$ cat config.mk
export PLATFORM = sky130hd
export DESIGN_NAME = inst_queue
export DESIGN_NICKNAME = d
export VERILOG_FILES = /design/src/rtl/inst_queue.sv
export SDC_FILE = /design/constraint.sdc
export NUM_CORES = 2
export LEC_CHECK = 0
export ABC_CLOCK_PERIOD_IN_PS = 12800
export CORE_ASPECT_RATIO = 0.7
export CORE_MARGIN = 5
export CORE_UTILIZATION = 30
export CTS_CLUSTER_DIAMETER = 150
export DETAILED_ROUTE_END_ITERATION = 7
export SYNTH_ARGS = -nofsm -noshare
export SYNTH_HDL_FRONTEND = slang
export SYNTH_SLANG_ARGS = --single-unit
$ cat constraint.sdc
create_clock -name clk -period 12.8 [get_ports clk]
set_input_delay 2.56 -clock clk [delete_from_list [all_inputs] [get_ports clk]]
set_output_delay 2.56 -clock clk [all_outputs]
set_load 0.01 [all_outputs]
$ cat src/rtl/inst_queue.sv
// Dual-wide instruction queue between fetch and the dual-issue decode stage.
// Fetch pushes 0-2 entries per cycle; decode sees the two oldest entries as
// slot 1 / slot 2 and retires 0, 1 or 2 of them per cycle.
//
// Handshake: fetch_valid1/fetch_valid2 are the push "valid" signals and
// fetch_stall_o is the inverse of "ready". A push happens on a rising edge
// only when fetch_valid1 is high and fetch_stall_o is low; fetch_valid2 only
// counts together with fetch_valid1. fetch_stall_o depends solely on the
// registered occupancy, so it never combinationally depends on fetch_valid*
// or on the same cycle's pop. On the decode side issue_en1/issue_en2 are the
// "valid" flags of slot 1 / slot 2 and issue_i/issue_dual_i request the pop;
// a request larger than the occupancy is trimmed, never an underflow.
module inst_queue #(
   parameter int DEPTH = 16,
   parameter int PTR_W = 4,
   parameter int PKT_W = 35
) (
   input  logic             clk,
   input  logic             rst,
   input  logic             flush,
   input  logic             fetch_valid1,
   input  logic             fetch_valid2,
   input  logic [31:0]      fetch_inst1,
   input  logic [31:0]      fetch_inst2,
   input  logic [31:0]      fetch_addr1,
   input  logic [31:0]      fetch_addr2,
   input  logic [PKT_W-1:0] fetch_pkt1,
   input  logic [PKT_W-1:0] fetch_pkt2,
   output logic             fetch_stall_o,
   output logic [31:0]      inst_o1,
   output logic [31:0]      inst_o2,
   output logic [31:0]      inst_addr_o1,
   output logic [31:0]      inst_addr_o2,
   output logic [PKT_W-1:0] predict_pkt_o,
   output logic             issue_en1,
   output logic             issue_en2,
   input  logic             issue_i,
   input  logic             issue_dual_i,
   input  logic             next_in_delayslot_i,
   output logic             is_in_delayslot_o
);

   localparam logic [PTR_W:0]   DEPTH_CNT = (PTR_W+1)'(DEPTH);
   localparam logic [PTR_W:0]   CNT_TWO   = (PTR_W+1)'(2);
   localparam logic [PTR_W-1:0] PTR_ONE   = PTR_W'(1);

   // Storage (not reset; validity comes from r_count)
   logic [31:0]      r_inst_mem [DEPTH];
   logic [31:0]      r_addr_mem [DEPTH];
   logic [PKT_W-1:0] r_pkt_mem  [DEPTH];

   // Control state
   logic [PTR_W-1:0] r_rd_ptr;
   logic [PTR_W-1:0] r_wr_ptr;
   logic [PTR_W:0]   r_count;
   logic             r_delayslot;

   logic [PTR_W:0]   w_free;
   logic [1:0]       w_push_n;
   logic [1:0]       w_req_n;
   logic [1:0]       w_pop_n;
   logic [PTR_W-1:0] w_wr_ptr1;
   logic [PTR_W-1:0] w_rd_ptr1;

   assign w_free        = DEPTH_CNT - r_count;
   assign fetch_stall_o = (w_free < CNT_TWO);
   assign w_wr_ptr1     = r_wr_ptr + PTR_ONE;
   assign w_rd_ptr1     = r_rd_ptr + PTR_ONE;

   // Push/pop amounts: pushes gated by the registered stall, pops trimmed to occupancy
   always_comb begin
      w_push_n = 2'd0;
      w_req_n  = 2'd0;
      w_pop_n  = 2'd0;
      if (!fetch_stall_o && fetch_valid1) begin
         w_push_n = fetch_valid2 ? 2'd2 : 2'd1;
      end
      if (issue_i) begin
         w_req_n = issue_dual_i ? 2'd2 : 2'd1;
      end
      if ((PTR_W+1)'(w_req_n) > r_count) begin
         w_pop_n = r_count[1:0];
      end else begin
         w_pop_n = w_req_n;
      end
   end

   // Write fetched entries into storage at wr_ptr and wr_ptr+1
   always_ff @(posedge clk) begin
      if (!flush && (w_push_n != 2'd0)) begin
         r_inst_mem[r_wr_ptr] <= fetch_inst1;
         r_addr_mem[r_wr_ptr] <= fetch_addr1;
         r_pkt_mem[r_wr_ptr]  <= fetch_pkt1;
         if (w_push_n == 2'd2) begin
            r_inst_mem[w_wr_ptr1] <= fetch_inst2;
            r_addr_mem[w_wr_ptr1] <= fetch_addr2;
            r_pkt_mem[w_wr_ptr1]  <= fetch_pkt2;
         end
      end
   end

   // Pointer, occupancy and delay-slot flag update; flush wins over push/pop
   always_ff @(posedge clk or posedge rst) begin
      if (rst) begin
         r_rd_ptr    <= '0;
         r_wr_ptr    <= '0;
         r_count     <= '0;
         r_delayslot <= 1'b0;
      end else if (flush) begin
         r_rd_ptr    <= '0;
         r_wr_ptr    <= '0;
         r_count     <= '0;
         r_delayslot <= 1'b0;
      end else begin
         r_count  <= r_count + (PTR_W+1)'(w_push_n) - (PTR_W+1)'(w_pop_n);
         r_rd_ptr <= r_rd_ptr + PTR_W'(w_pop_n);
         r_wr_ptr <= r_wr_ptr + PTR_W'(w_push_n);
         if (w_pop_n != 2'd0) begin
            r_delayslot <= next_in_delayslot_i;
         end
      end
   end

   // Decode-facing outputs: head entries masked to NOP when not valid
   always_comb begin
      issue_en1         = (r_count != '0);
      issue_en2         = (r_count >= CNT_TWO);
      inst_o1           = 32'd0;
      inst_addr_o1      = 32'd0;
      predict_pkt_o     = '0;
      inst_o2           = 32'd0;
      inst_addr_o2      = 32'd0;
      is_in_delayslot_o = r_delayslot & issue_en1;
      if (issue_en1) begin
         inst_o1       = r_inst_mem[r_rd_ptr];
         inst_addr_o1  = r_addr_mem[r_rd_ptr];
         predict_pkt_o = r_pkt_mem[r_rd_ptr];
      end
      if (issue_en2) begin
         inst_o2      = r_inst_mem[w_rd_ptr1];
         inst_addr_o2 = r_addr_mem[w_rd_ptr1];
      end
   end

endmodule
==> impl.org <==
** Outcome
- Status :: finished clean

** Yosys
- After technology mapping, the gate count stands at 5,084.
- Syn Nets :: 5,311
- Sequential share of the synthesized area :: 54.2%
- Primary flip-flop cell chosen by synthesis mapping :: sky130_fd_sc_hd__edfxtp_1
- Synthesized flop and latch total :: 1,598
- Area of the mapped netlist :: 0.0885 mm²
- Mean area per synthesized cell :: 17.4 µm²
- Number of flops mapped to enable cells by yosys :: 1,584
- For this run, asynchronously set or reset flops after synthesis account for 0.876%.
- For this run, the number of Yosys warnings is 0.
- Count of different cell masters after synthesis :: 46

** CTS
- CTS hold repair buffers :: 0
- Once the clock tree was built, the setup fixing pass inserted 0 buffers.
- Once the clock tree was built, the resizer swapped 0 gates to a different size.
- Clock tree from TritonCTS :: built
- Max Buffers Root-to-Sink :: 4
- The H-tree was split into 4 levels.
- The root buffer cell chosen for the clock tree is sky130_fd_sc_hd__clkbuf_16.
- The clock drives 1,598 sinks.
- Clock transition at path regs :: 0.06 ns
- TritonCTS Buffers :: 183
- At the later pin of the worst-skew pair, clock insertion delay measures 0.86 ns.

** Routing
- After detailed routing, the total wire length is 314,000 µm.
- Routed wirelength normalized by instance count :: 34.1 µm
- Post-detailed-route DRC marker count :: 0
- Number of iterations in the first detailed-routing pass :: 6
- Via density per instance :: 5.77
- Remaining antenna violation count after routing :: 0
- Routed vias :: 53,100
- Detailed router's first-iteration violation count :: 6,238

** STA
- Slew of the pin with the lowest slew margin :: 1.36 ns
- For the finished layout, the period the worst path requires is 8.76 ns.
- Worst setup margin :: 4.04 ns
- Clock skew on the completed layout was measured at 0.0870 ns.
- Relative slew margins :: 8.64%
- Of the available clock period, the critical path in the final layout requires 68.5%.
- Final-report hold violation count :: 0
- Setup violations remaining at the end of the flow were counted as 0.
- The max-slew violation count came to 0.
- Setup TNS Final :: 0 ns
- RSZ-0062 raised after global routing :: no
- Maximum achievable frequency :: 114 MHz

** Worst setup path
- Critical path start-end classification :: register to output pin
- Arrival time reported for the critical path endpoint :: 6.20 ns
- Highest fanout seen on the critical path :: 117
- CP Cell Sequence :: buf_12 > buf_12 > buf_4 > mux4_2 > mux2i_1 > o22ai_1 > clkdlybuf4s50_1
- The largest individual stage delay along the critical path comes from the cell sky130_fd_sc_hd__dfrtp_4.
- On the worst path, the slowest cell contributes a delay of 1.01 ns.
- STA puts the critical path data required time at 10.24 ns.
- The worst setup path is launched from a register.
- Dominant cell type by count on the critical path :: sky130_fd_sc_hd__buf_12
- STA classifies the critical path endpoint as an output pin.
- Measured in cells, the most critical reg-to-reg path has a length of 10.

** Min path
- Counting instances, the worst hold path has a depth of 2.
- Hold crit path type :: register to register

** Finish
- Layout overhead on the synthesized area :: 14.7%
- Share of layout cells above drive strength 1 :: 49.8%
- For this run, the post-layout net count is 5,397.

** Global route
- Pin count of the biggest net entering global routing :: 142
- The initial antenna violation count was 69.
- For met1 alone, demand over resource in global routing was 27.6%.
- Total overflow reported by the global router :: 0
- The global routing stage identified its most utilized layer as met2.
- The via count of the first global-routing pass was 54,100.
- Global-route usage over all layers :: 19.9%
- For this run, global-route usage on met3 was measured as 4.84%.
- Wire length of the first global-routing pass :: 437,000 µm
- For met2 alone, demand over resource in global routing was 31.0%.

** Die
- Total number of placement rows :: 166
- Overall die width :: 659 µm
- Chip height :: 464 µm
- The total area inside the core boundary comes to 0.293 mm².
- Pin placement for this block handled 373 I/O pins.
- The die covers 0.306 mm².
- The initial utilization of the core area, before any placement, comes to 30.2%.

** Pwr
- PD cells :: 180 mW/mm²
- VDD sags by at most 0.163 mV.
- Leakage Power :: 30.4 nW

** Placement
- In this run the tool buffered the top-level ports with 372 buffer cells.
- HPWL reported at the end of detailed placement :: 170,000 µm
- Routability-driven placement finished with a final weighted congestion of 0.789.
- Worst setup slack before clock tree synthesis :: 4.87 ns

** Run
- Max_cap viols :: 0
==> per-stage QoR <==
step | util, % | hold slack (ns) | instances | power, W | area, µm²
detailed placement | 32.7 | 0.545 | 8849 | 0.0132 | 95800
global placement | 32.7 | 0.531 | 8849 | 0.0132 | 95800
finish | 34.6 | 0.551 | 9203 | 0.0182 | 101000
CTS | 34.6 | 0.554 | 9170 | 0.0184 | 101000
global route | 34.6 | 0.567 | 9186 | 0.0190 | 101000
floorplan | - | 0.512 | 5084 | 0.0105 | 88500
==> placed cells by master (no fill, tap or decap), types with 7 or more instances in the layout <==
| cell type | count |
|---|---|
| sky130_fd_sc_hd__ha_1 | 16 |
| sky130_fd_sc_hd__dfrtp_1 | 11 |
| sky130_fd_sc_hd__diode_2 | 33 |
| sky130_fd_sc_hd__or3_4 | 8 |
| sky130_fd_sc_hd__mux2i_1 | 327 |
| sky130_fd_sc_hd__nand2b_1 | 7 |
| sky130_fd_sc_hd__bufinv_16 | 13 |
| sky130_fd_sc_hd__o22ai_1 | 163 |
| sky130_fd_sc_hd__clkbuf_16 | 183 |
| sky130_fd_sc_hd__nand2_1 | 7 |
| sky130_fd_sc_hd__buf_4 | 108 |
| sky130_fd_sc_hd__clkbuf_1 | 40 |
| sky130_fd_sc_hd__mux4_2 | 652 |
| sky130_fd_sc_hd__nor2_1 | 11 |
| sky130_fd_sc_hd__a21oi_1 | 7 |
| sky130_fd_sc_hd__nor2b_1 | 7 |
| sky130_fd_sc_hd__nor2_4 | 15 |
| sky130_fd_sc_hd__clkdlybuf4s50_1 | 372 |
| sky130_fd_sc_hd__buf_12 | 12 |
| sky130_fd_sc_hd__clkinv_2 | 29 |
| sky130_fd_sc_hd__nand3_1 | 9 |
| sky130_fd_sc_hd__mux2_2 | 1583 |
| sky130_fd_sc_hd__edfxtp_1 | 1584 |
| sky130_fd_sc_hd__clkinv_1 | 39 |
| sky130_fd_sc_hd__inv_1 | 18 |
==> Yosys cell counts (8+ instances only) <==
master / instances / area, µm²
sky130_fd_sc_hd__edfxtp_1: 1584 / 47600
sky130_fd_sc_hd__mux2_2: 1583 / 17800
sky130_fd_sc_hd__mux4_2: 652 / 14700
sky130_fd_sc_hd__clkbuf_1: 344 / 1290
sky130_fd_sc_hd__mux2i_1: 327 / 3270
sky130_fd_sc_hd__o22ai_1: 163 / 1020
sky130_fd_sc_hd__buf_2: 127 / 636
sky130_fd_sc_hd__buf_1: 88 / 330
sky130_fd_sc_hd__buf_6: 23 / 259
sky130_fd_sc_hd__inv_1: 18 / 67.6
sky130_fd_sc_hd__nor2_1: 18 / 67.6
sky130_fd_sc_hd__ha_1: 17 / 213
sky130_fd_sc_hd__dfrtp_1: 14 / 350
sky130_fd_sc_hd__nand2_1: 10 / 37.5
sky130_fd_sc_hd__or3_1: 10 / 62.6
sky130_fd_sc_hd__buf_4: 9 / 67.6
sky130_fd_sc_hd__nand3_1: 9 / 45.0
sky130_fd_sc_hd__nor3_1: 9 / 45.0
sky130_fd_sc_hd__nand2b_1: 8 / 50.1
sky130_fd_sc_hd__nor2_2: 8 / 50.1
==> critical path: cells and delay by family, from the launching register on <==
family / cells / cell delay (ns)
buf+inv: 4 / 2.81
flops: 1 / 1.01
mux: 2 / 0.87
compound gates: 1 / 0.17
==> sequential cells by signal, indices dropped and copies added, names as in the netlist <==
register / flops
r_pkt_mem: 560
r_rd_ptr: 4
r_inst_mem: 512
r_addr_mem: 512
r_delayslot: 1
r_count: 5
r_wr_ptr: 4
==> metal layers <==
layer	up-vias	wire length (µm)
li1	21200	-
met1	28400	132000
met2	2861	145000
met3	522	28600
met4	22	8420
met5	-	126
==> worst paths after layout <==
check	startpoint	end	slack, ns
min in group asynchronous	rst	r_wr_ptr[3]	2.43
max reg2reg	r_count[2]	r_pkt_mem[7][25]	7.46
max in group asynchronous	rst	r_rd_ptr[3]	9.69
min reg2reg	r_delayslot	r_delayslot	0.55
min	r_delayslot	r_delayslot	0.55
max	r_rd_ptr[0]	predict_pkt_o[29]	4.04
==> power breakdown <==
group	switching [W]	leakage (nW)	internal [W]	total [W]
Clock	0.00224	2.75	0.00291	0.00514
Combinational	0.00365	13.2	0.00332	0.00698
Sequential	0.000133	14.5	0.00597	0.00610
Total	0.00602	30.4	0.0122	0.0182
==> kinds of logic (layout without fill, tap and decap cells) <==
| logic type | after synthesis | in the layout | synth area share [%] |
|---|---|---|---|
| flip-flops | 1598 | 1598 | 54.2 |
| buffers and inverters | 610 | 832 | 3.00 |
| other | 0 | 33 | 0 |
| adder cells (fa/ha/maj) | 22 | 22 | 0.342 |
| AND/OR/NAND/NOR | 100 | 100 | 0.628 |
| multiplexers | 2564 | 2564 | 40.5 |
| AO/OA/AOI/OAI | 181 | 181 | 1.29 |
| XOR/XNOR | 9 | 9 | 0.0891 |
==> final cells by class <==
class                   instances  area, µm²
well taps                    3864       4830
flip-flops and latches       1598      47900
diodes                         33       82.6
fillers                     27600     191000
multi-input cells            2876      38200
clock inverters                95        857
repair buffers                492       4770
inverters                      19       71.3
clock buffers                 226       4770
Power figures use the tool's default switching activity.
